<file path="config.mk">
export PLATFORM = sky130hd
export DESIGN_NAME = csr_bank
export DESIGN_NICKNAME = d
export VERILOG_FILES = /design/src/rtl/csr_bank.sv
export SDC_FILE = /design/constraint.sdc
export NUM_CORES = 1
export LEC_CHECK = 0
export CORE_UTILIZATION = 53
export DETAILED_ROUTE_END_ITERATION = 10
export PLACE_DENSITY = 0.81
export REMOVE_ABC_BUFFERS = 1
export SLEW_MARGIN = 40
export SYNTH_ARGS = -nofsm -noshare
export SYNTH_HDL_FRONTEND = slang
export SYNTH_SLANG_ARGS = --single-unit
</file>
<file path="constraint.sdc">
create_clock -name clock -period 20.5 [get_ports clock]
set_input_delay 4.1 -clock clock [delete_from_list [all_inputs] [get_ports clock]]
set_output_delay 4.1 -clock clock [all_outputs]
set_load 0.01 [all_outputs]
</file>
<file path="src/rtl/csr_bank.sv">
// Machine/Supervisor CSR bank with trap entry, mret/sret and privilege tracking.
// Optional mcycle/minstret counters (and their cycle/instret aliases) exist only when CSR_COUNTERS_EN is defined.
module csr_bank #(
  parameter int DATA_SIZE = 64
) (
  input  logic                 clock,
  input  logic                 reset,
  input  logic [11:0]          csr_addr,
  input  logic                 csr_wr_en,
  input  logic [1:0]           csr_op,
  input  logic                 csr_imm,
  input  logic [4:0]           rs1_field,
  input  logic [DATA_SIZE-1:0] rs1_data,
  input  logic                 trap,
  input  logic                 mret,
  input  logic                 sret,
  input  logic                 retire,
  input  logic [DATA_SIZE-1:0] trap_cause,
  input  logic [DATA_SIZE-1:0] trap_pc,
  output logic [DATA_SIZE-1:0] rd_data,
  output logic                 csr_addr_invalid,
  output logic [1:0]           privilege_mode,
  output logic [DATA_SIZE-1:0] trap_vector,
  output logic [DATA_SIZE-1:0] mepc_out,
  output logic [DATA_SIZE-1:0] sepc_out
);

  typedef enum logic [1:0] {
    PRIV_U = 2'd0,
    PRIV_S = 2'd1,
    PRIV_M = 2'd3
  } priv_e;

  localparam logic [11:0] A_SSTATUS  = 12'h100;
  localparam logic [11:0] A_STVEC    = 12'h105;
  localparam logic [11:0] A_SSCRATCH = 12'h140;
  localparam logic [11:0] A_SEPC     = 12'h141;
  localparam logic [11:0] A_SCAUSE   = 12'h142;
  localparam logic [11:0] A_MSTATUS  = 12'h300;
  localparam logic [11:0] A_MISA     = 12'h301;
  localparam logic [11:0] A_MTVEC    = 12'h305;
  localparam logic [11:0] A_MSCRATCH = 12'h340;
  localparam logic [11:0] A_MEPC     = 12'h341;
  localparam logic [11:0] A_MCAUSE   = 12'h342;
  localparam logic [11:0] A_MHARTID  = 12'hF14;
`ifdef CSR_COUNTERS_EN
  localparam logic [11:0] A_MCYCLE   = 12'hB00;
  localparam logic [11:0] A_MINSTRET = 12'hB02;
  localparam logic [11:0] A_CYCLE    = 12'hC00;
  localparam logic [11:0] A_INSTRET  = 12'hC02;
`endif

  // misa: MXL in the top two bits, extensions I, S and U.
  localparam logic [1:0]           MXL        = (DATA_SIZE == 64) ? 2'd2 : 2'd1;
  localparam logic [DATA_SIZE-1:0] MISA_VAL   = {MXL, {(DATA_SIZE-28){1'b0}}, 26'h0140100};
  localparam logic [DATA_SIZE-1:0] ALIGN_MASK = ~DATA_SIZE'(3);

  priv_e                priv_q, priv_d;
  logic                 mie_q, mie_d, mpie_q, mpie_d;
  logic [1:0]           mpp_q, mpp_d;
  logic                 sie_q, sie_d, spie_q, spie_d, spp_q, spp_d;
  logic [DATA_SIZE-1:0] mtvec_q, mtvec_d, mscratch_q, mscratch_d;
  logic [DATA_SIZE-1:0] mepc_q, mepc_d, mcause_q, mcause_d;
  logic [DATA_SIZE-1:0] stvec_q, stvec_d, sscratch_q, sscratch_d;
  logic [DATA_SIZE-1:0] sepc_q, sepc_d, scause_q, scause_d;
`ifdef CSR_COUNTERS_EN
  logic [DATA_SIZE-1:0] mcycle_q, mcycle_d, minstret_q, minstret_d;
`else
  logic                 unused_retire;
  assign unused_retire = retire;
`endif

  logic [DATA_SIZE-1:0] mstatus_view, sstatus_view;
  logic [DATA_SIZE-1:0] csr_rdata, operand, new_val;
  logic                 implemented, wr_intent, csr_we;
  logic [1:0]           priv_bits;

  assign priv_bits = priv_q;

  always_comb begin
    mstatus_view     = '0;
    mstatus_view[3]  = mie_q;
    mstatus_view[7]  = mpie_q;
    mstatus_view[12:11] = mpp_q;
    sstatus_view     = '0;
    sstatus_view[1]  = sie_q;
    sstatus_view[5]  = spie_q;
    sstatus_view[8]  = spp_q;
  end

  always_comb begin
    csr_rdata   = '0;
    implemented = 1'b1;
    case (csr_addr)
      A_MSTATUS:  csr_rdata = mstatus_view;
      A_MISA:     csr_rdata = MISA_VAL;
      A_MTVEC:    csr_rdata = mtvec_q;
      A_MSCRATCH: csr_rdata = mscratch_q;
      A_MEPC:     csr_rdata = mepc_q;
      A_MCAUSE:   csr_rdata = mcause_q;
      A_SSTATUS:  csr_rdata = sstatus_view;
      A_STVEC:    csr_rdata = stvec_q;
      A_SSCRATCH: csr_rdata = sscratch_q;
      A_SEPC:     csr_rdata = sepc_q;
      A_SCAUSE:   csr_rdata = scause_q;
      A_MHARTID:  csr_rdata = '0;
`ifdef CSR_COUNTERS_EN
      A_MCYCLE, A_CYCLE:     csr_rdata = mcycle_q;
      A_MINSTRET, A_INSTRET: csr_rdata = minstret_q;
`endif
      default:    implemented = 1'b0;
    endcase
  end

  // op 00 is not a CSR access encoding, so it never carries write intent.
  assign wr_intent = csr_wr_en && (csr_op != 2'b00) &&
                     ((csr_op == 2'b01) || (rs1_field != 5'd0));

  assign csr_addr_invalid = !implemented ||
                            (priv_bits < csr_addr[9:8]) ||
                            ((csr_addr[11:10] == 2'b11) && wr_intent);

  assign rd_data = csr_addr_invalid ? '0 : csr_rdata;
  assign csr_we  = wr_intent && !csr_addr_invalid;
  assign operand = csr_imm ? DATA_SIZE'(rs1_field) : rs1_data;

  always_comb begin
    case (csr_op)
      2'b10:   new_val = csr_rdata | operand;
      2'b11:   new_val = csr_rdata & ~operand;
      default: new_val = operand;
    endcase
  end

  always_comb begin
    priv_d     = priv_q;
    mie_d      = mie_q;
    mpie_d     = mpie_q;
    mpp_d      = mpp_q;
    sie_d      = sie_q;
    spie_d     = spie_q;
    spp_d      = spp_q;
    mtvec_d    = mtvec_q;
    mscratch_d = mscratch_q;
    mepc_d     = mepc_q;
    mcause_d   = mcause_q;
    stvec_d    = stvec_q;
    sscratch_d = sscratch_q;
    sepc_d     = sepc_q;
    scause_d   = scause_q;
`ifdef CSR_COUNTERS_EN
    mcycle_d   = mcycle_q + DATA_SIZE'(1);
    minstret_d = minstret_q + DATA_SIZE'(retire);
`endif
    // Only the highest-priority event of the cycle takes effect.
    if (trap) begin
      mepc_d   = trap_pc & ALIGN_MASK;
      mcause_d = trap_cause;
      mpp_d    = priv_bits;
      mpie_d   = mie_q;
      mie_d    = 1'b0;
      priv_d   = PRIV_M;
    end else if (mret) begin
      priv_d = priv_e'(mpp_q);
      mie_d  = mpie_q;
      mpie_d = 1'b1;
      mpp_d  = PRIV_U;
    end else if (sret) begin
      priv_d = spp_q ? PRIV_S : PRIV_U;
      sie_d  = spie_q;
      spie_d = 1'b1;
      spp_d  = 1'b0;
    end else if (csr_we) begin
      case (csr_addr)
        A_MSTATUS: begin
          mie_d  = new_val[3];
          mpie_d = new_val[7];
          // MPP=10 is a reserved mode; such a write keeps the old field.
          if (new_val[12:11] != 2'b10) mpp_d = new_val[12:11];
        end
        A_SSTATUS: begin
          sie_d  = new_val[1];
          spie_d = new_val[5];
          spp_d  = new_val[8];
        end
        A_MTVEC:    mtvec_d    = new_val & ALIGN_MASK;
        A_MSCRATCH: mscratch_d = new_val;
        A_MEPC:     mepc_d     = new_val & ALIGN_MASK;
        A_MCAUSE:   mcause_d   = new_val;
        A_STVEC:    stvec_d    = new_val & ALIGN_MASK;
        A_SSCRATCH: sscratch_d = new_val;
        A_SEPC:     sepc_d     = new_val & ALIGN_MASK;
        A_SCAUSE:   scause_d   = new_val;
`ifdef CSR_COUNTERS_EN
        A_MCYCLE:   mcycle_d   = new_val;
        A_MINSTRET: minstret_d = new_val;
`endif
        default: ;
      endcase
    end
  end

  always_ff @(posedge clock or posedge reset) begin
    if (reset) begin
      priv_q     <= PRIV_M;
      mie_q      <= 1'b0;
      mpie_q     <= 1'b0;
      mpp_q      <= 2'b00;
      sie_q      <= 1'b0;
      spie_q     <= 1'b0;
      spp_q      <= 1'b0;
      mtvec_q    <= '0;
      mscratch_q <= '0;
      mepc_q     <= '0;
      mcause_q   <= '0;
      stvec_q    <= '0;
      sscratch_q <= '0;
      sepc_q     <= '0;
      scause_q   <= '0;
`ifdef CSR_COUNTERS_EN
      mcycle_q   <= '0;
      minstret_q <= '0;
`endif
    end else begin
      priv_q     <= priv_d;
      mie_q      <= mie_d;
      mpie_q     <= mpie_d;
      mpp_q      <= mpp_d;
      sie_q      <= sie_d;
      spie_q     <= spie_d;
      spp_q      <= spp_d;
      mtvec_q    <= mtvec_d;
      mscratch_q <= mscratch_d;
      mepc_q     <= mepc_d;
      mcause_q   <= mcause_d;
      stvec_q    <= stvec_d;
      sscratch_q <= sscratch_d;
      sepc_q     <= sepc_d;
      scause_q   <= scause_d;
`ifdef CSR_COUNTERS_EN
      mcycle_q   <= mcycle_d;
      minstret_q <= minstret_d;
`endif
    end
  end

  assign privilege_mode = priv_q;
  assign trap_vector    = mtvec_q;
  assign mepc_out       = mepc_q;
  assign sepc_out       = sepc_q;

endmodule

</file>
* After elaboration in Yosys (flattened, before gate mapping) *
Cells that the tools add are included.

operators by class
  magnitude comparators = 1
  equality and inequality tests = 20
  multiplexer cells = 44
  bitwise operators = 6
  reductions and logical operators = 32

operator list
  cell                                              number
  two-way mux 64 bit                                12
  one-hot mux 64 bit (11 select lines)              1
  one-hot mux 64 bit (2 select lines)               1
  == test 12 x 10 -> 1 bit (second input constant)  6
  bitwise AND 64 bit                                1
  inverter 64 bit                                   1
  OR 64 bit                                         1
  == test 12 x 9 -> 1 bit (second input constant)   5
  AND reduction 5 bit                               6
  two-way mux 1 bit                                 21
  two-way mux 2 bit                                 9
  AND reduction 4 bit                               4
  == test 12 bit (second input constant)            1
  nonzero test 2 bit                                6
  nonzero test 3 bit                                4
  OR reduction 12 bit                               1
  == test 2 bit (second input constant)             3
  != test 2 bit (second input constant)             3
  nonzero test 5 bit                                1
  logical AND 1 bit                                 4
  logical OR 1 bit                                  3
  != test 3 bit (second input constant)             1
  inverter 1 bit                                    3
  AND reduction 3 bit                               1
  other kinds (3)                                   4

storage, ports and cells
  register bits = 515
  input bits = 219
  output and inout bits = 259
  word-level logic and storage cells = 118

* Longest topological paths before layout *
  word-level depth = 12
  depth in mapped cells = 11
  gate-level depth less buffers = 7

* Least setup slack after synthesis *
OpenSTA, ideal clock, no wires.

  kind = input to output
  start point = input csr_addr[1]
  end point = output rd_data[53]
  arrival = 6008 ps
  data required time = 16400 ps
  setup slack = 10392 ps
  cell stages on the path = 9
  path through = buf_2 > or2_2 > clkbuf_1 > a2111oi_2 > o21a_1 > o21ai_0 > clkbuf_1 > clkbuf_1 > nor2_1

on the way
  word-level cells in the longest chain between the ends = 7

RTL lines
  what                                          RTL line  text
  start, declared                               8         input logic [11:0] csr_addr,
  == test 12 bit, or another cell as far along  94        case (csr_addr)
  OR reduction 12 bit (no source line) (*)      -
  two-way mux 1 bit (*)                         94
  zero test 1 bit (*)                           119       assign csr_addr_invalid = !implemented ||
  logical OR 1 bit (*)                          119
  logical OR 1 bit (*)                          120       (priv_bits < csr_addr[9:8]) ||
  net csr_addr_invalid                          21        output logic csr_addr_invalid,
  two-way mux 64 bit (*)                        123       assign rd_data = csr_addr_invalid ? '0 : csr_rdata;
  end, declared                                 20        output logic [DATA_SIZE-1:0] rd_data,

Mark *: on every way through the listed nets, which the timed path passes. The rest lies on a longest branch.

* Worst setup path in the final report *
  start point = input csr_addr[9]
  end point = output rd_data[12]

on the way
  word-level cells in the longest chain between the ends = 7

RTL lines
  what                                          RTL line
  == test 12 bit, or another cell as far along  94
  OR reduction 12 bit (no source line)          -
  two-way mux 1 bit                             94
  zero test 1 bit                               119
  logical OR 1 bit                              119
  logical OR 1 bit                              120
  two-way mux 64 bit (*)                        123

Mark *: on every way between the ends. The rest lies on a longest branch, timed or not.

==> metrics.yaml <==
critPathLaunchType: "input port"
cts_setup_buffers: 0
hold_viol: 0
synth_top_cell_area_share: 0.495
viasPerCell: 6.39
area_growth_pct: 27.0
tightest_slew_ns: 0.912
ys.flop_type: "dfrtp_1"
cap_violations: 0
grt_util_all_layers: 0.351
cp_common_cell: "buf_8"
ctsHoldBuffers: 0
syn_area_per_cell_um2: 9.30
ys_seq_elements: 513
slew_violations: 0
crit_path_end_kind: "output port"
fp.dieH_um: 223
worstPathCellList: "buf_8 -> buf_6 -> nand4bb_2 -> nor3_1 -> o21a_1 -> o21ai_4 -> buf_8 -> buf_4 -> a31oi_1 -> clkdlybuf4s50_1"
cts_root_buffer: "clkbuf_16"
setup_viol: 0
drcViolationCount: 0
wirelength_um: 88100
cts_resized: 0
yosysTopAreaCell: "dfrtp_1"
finalClockSkew_ns: 0.0172
htreeDepth: 2
fillers: 3534
grt_overflow_total: 0
grt_setup_unrepaired: "false"
hold_class: "flop to flop"
placed_area_um2: 30900
clock_sinks: 513
fin_nets: 3332
fp.dieArea_um2: 49600
multi_input_area_um2: 12200
layout_worst_path_cycle_share: 0.606
postLayoutCellArea_um2: 32800
synth_edf_count: 0
cp.arrival_ns: 8.32
seqCellArea_um2: 12800
max_freq_mhz: 80.5
slew_headroom: 0.388
seq_area_frac_synth: 0.497
yosys-top-cells-area: "dfrtp_1 50%, o21ai_0 7.9%, mux2i_1 7.6%, nand2_1 7.1%, mux2_2 4.5%"
port_buffers: 468
cts_buffer_depth: 3
initial_core_util: 0.539
synth.distinct_cells: 80
cp_max_fo: 81
vias: 24117
powerDensity_nw_per_um2: 70.1
grt_max_degree: 139
syn_area_um2: 25800
wl_per_cell_um: 23.3
crit_type: "input port to output port"
first_pass_iters: 7
io_pins: 478
cp_slowest_cell: "nand4bb_2"
async_reset_ff_frac: 1.00
layout-drive-gt1-share: 0.0909
outcome: "completed"
grt_pass1_wl_um: 136000
cp_slowest_stage_delay_ns: 0.64
core_area_um2: 47900
clk_latency_ns: 0.61
ant_nets: 0
grt_pass1_vias: 23983
cp_data_required_time_ns: 16.40
cts.clk_slew.worst_paths_ns: 0.06
placementRows: 80
tns_ns: 0
hpwl_um: 55300
antenna_found_initial: 6
cts_tree: "built"
max-vdd-ir-drop_mv: 0.0662
place_congestion: 0.957
synth-warning-count: 0
die_x_um: 223
cts-buffers-inserted: 53
drtIter0Drc: 2657
cellLeakagePower_nw: 13.7
synth_cells: 2776
fin_crit_ns: 12.42
[critical path, delay by kind of cell]
kind	cells	cell delay, ns
AND/OR/NAND/NOR	2	1.02
buffers and inverters	5	2.34
AO/OA/AOI/OAI	3	0.69
[report_power, final]
part	internal [W]	total, W	switching (W)
Clock	0.000585	0.000991	0.000406
Sequential	0.00104	0.00106	0.0000193
Combinational	0.000113	0.000250	0.000138
[stage by stage]
stage,setup WS [ns],instances,utilization,total power [W],hold slack (ns)
finish,8.08,3774,0.684,0.00230,0.479
global route,7.97,3773,0.684,0.00236,0.501
CTS,7.94,3770,0.683,0.00230,0.480
floorplan,2.08,2540,-,0.00118,0.444
detailed placement,8.01,3671,0.645,0.00132,0.466
global placement,7.81,3667,0.642,0.00131,0.457
[area by class of cell]
| class | instances | area share |
|---|---|---|
| flip-flops and latches | 513 | 0.392 |
| multi-input cells | 2018 | 0.371 |
| repair buffers | 517 | 0.157 |
| clock buffers | 81 | 0.0486 |
| well taps | 615 | 0.0235 |
| clock inverters | 18 | 0.00614 |
| inverters | 9 | 0.00141 |
| diodes | 3 | 0.000229 |
[cell families (layout without fill, tap and decap cells)]
group                      after synthesis  in the layout  synth area share
AOI/OAI and AO/OA                      818            818             0.186
buffers and inverters                  250            625            0.0402
other                                    1              9          0.000145
DFF                                    513            513             0.497
adders and majority gates                1              1          0.000485
and+or+nand+nor                        894            894             0.155
muxes                                  299            299             0.121
[flip-flops by register name, indices dropped and copies added, names as in the netlist]
register,count
mcause_q,64
mepc_out,62
mie_q,1
mpie_q,1
mpp_q,2
mscratch_q,64
privilege_mode,2
scause_q,64
sepc_out,62
sie_q,1
spie_q,1
spp_q,1
sscratch_q,64
stvec_q,62
trap_vector,62
[placed cells by master, fill, tap and decap left out, types with 5 or more instances in the layout]
master / count
clkbuf_1: 14
o21ai_1: 34
and3_1: 5
mux2_2: 104
nand3_1: 7
a22o_1: 5
inv_1: 6
nand4_1: 9
clkinv_2: 10
nand2b_1: 6
o22ai_1: 54
buf_6: 13
nand2_1: 491
dfrtp_1: 511
a211oi_1: 53
nor2b_1: 90
nor4_1: 47
a22oi_1: 24
nor2_1: 173
a21oi_1: 121
mux2i_1: 195
a221oi_1: 44
clkdlybuf4s50_1: 466
clkbuf_8: 12
a31oi_1: 13
o211ai_1: 6
clkbuf_16: 55
nor3_1: 25
conb_1: 6
o21ai_0: 409
o2111ai_4: 5
o221ai_1: 8
buf_4: 32
[layer usage]
layer	track usage	wire [um]
met1	0.450	33400
met2	0.557	41100
met4	0.180	4850
met5	0	11
met3	0.0812	8830
[cell usage after synthesis (3+ instances only)]
| cell | number |
|---|---|
| dfrtp_1 | 511 |
| nand2_1 | 491 |
| o21ai_0 | 410 |
| mux2i_1 | 195 |
| nor2_1 | 173 |
| clkbuf_1 | 162 |
| a21oi_1 | 121 |
| mux2_2 | 104 |
| nor2b_1 | 90 |
| o22ai_1 | 54 |
| a211oi_1 | 53 |
| nor4_1 | 51 |
| a221oi_1 | 44 |
| buf_2 | 44 |
| o21ai_1 | 34 |
| buf_1 | 25 |
| nor3_1 | 25 |
| a22oi_1 | 24 |
| a31oi_1 | 15 |
| nand4_1 | 9 |
| buf_4 | 8 |
| nand3_1 | 8 |
| o221ai_1 | 8 |
| inv_1 | 7 |
| and3_1 | 6 |
| nand2b_1 | 6 |
| o211ai_1 | 6 |
| a22o_1 | 5 |
| and2_1 | 4 |
| o2111ai_1 | 4 |
| o2bb2ai_1 | 4 |
| or3_1 | 4 |
| or4b_1 | 4 |
| a32oi_1 | 3 |
| o21a_1 | 3 |
| o31a_1 | 3 |
| o41ai_1 | 3 |
| or4_1 | 3 |
[worst paths after layout]
check	depth (start not counted)	endpoint	slack [ns]	from
worst max-delay path	10	rd_data[12]	8.08	csr_addr[9]
worst min-delay path	2	mscratch_q[31]	0.48	mscratch_q[31]
worst max register to register	9	scause_q[2]	17.04	privilege_mode[1]
worst min register to register	2	mscratch_q[31]	0.48	mscratch_q[31]
max in group asynchronous	5	sepc_out[28]	14.00	reset
min in group asynchronous	2	mepc_out[37]	4.06	reset
No activity file was read; power rests on OpenSTA's default activity.
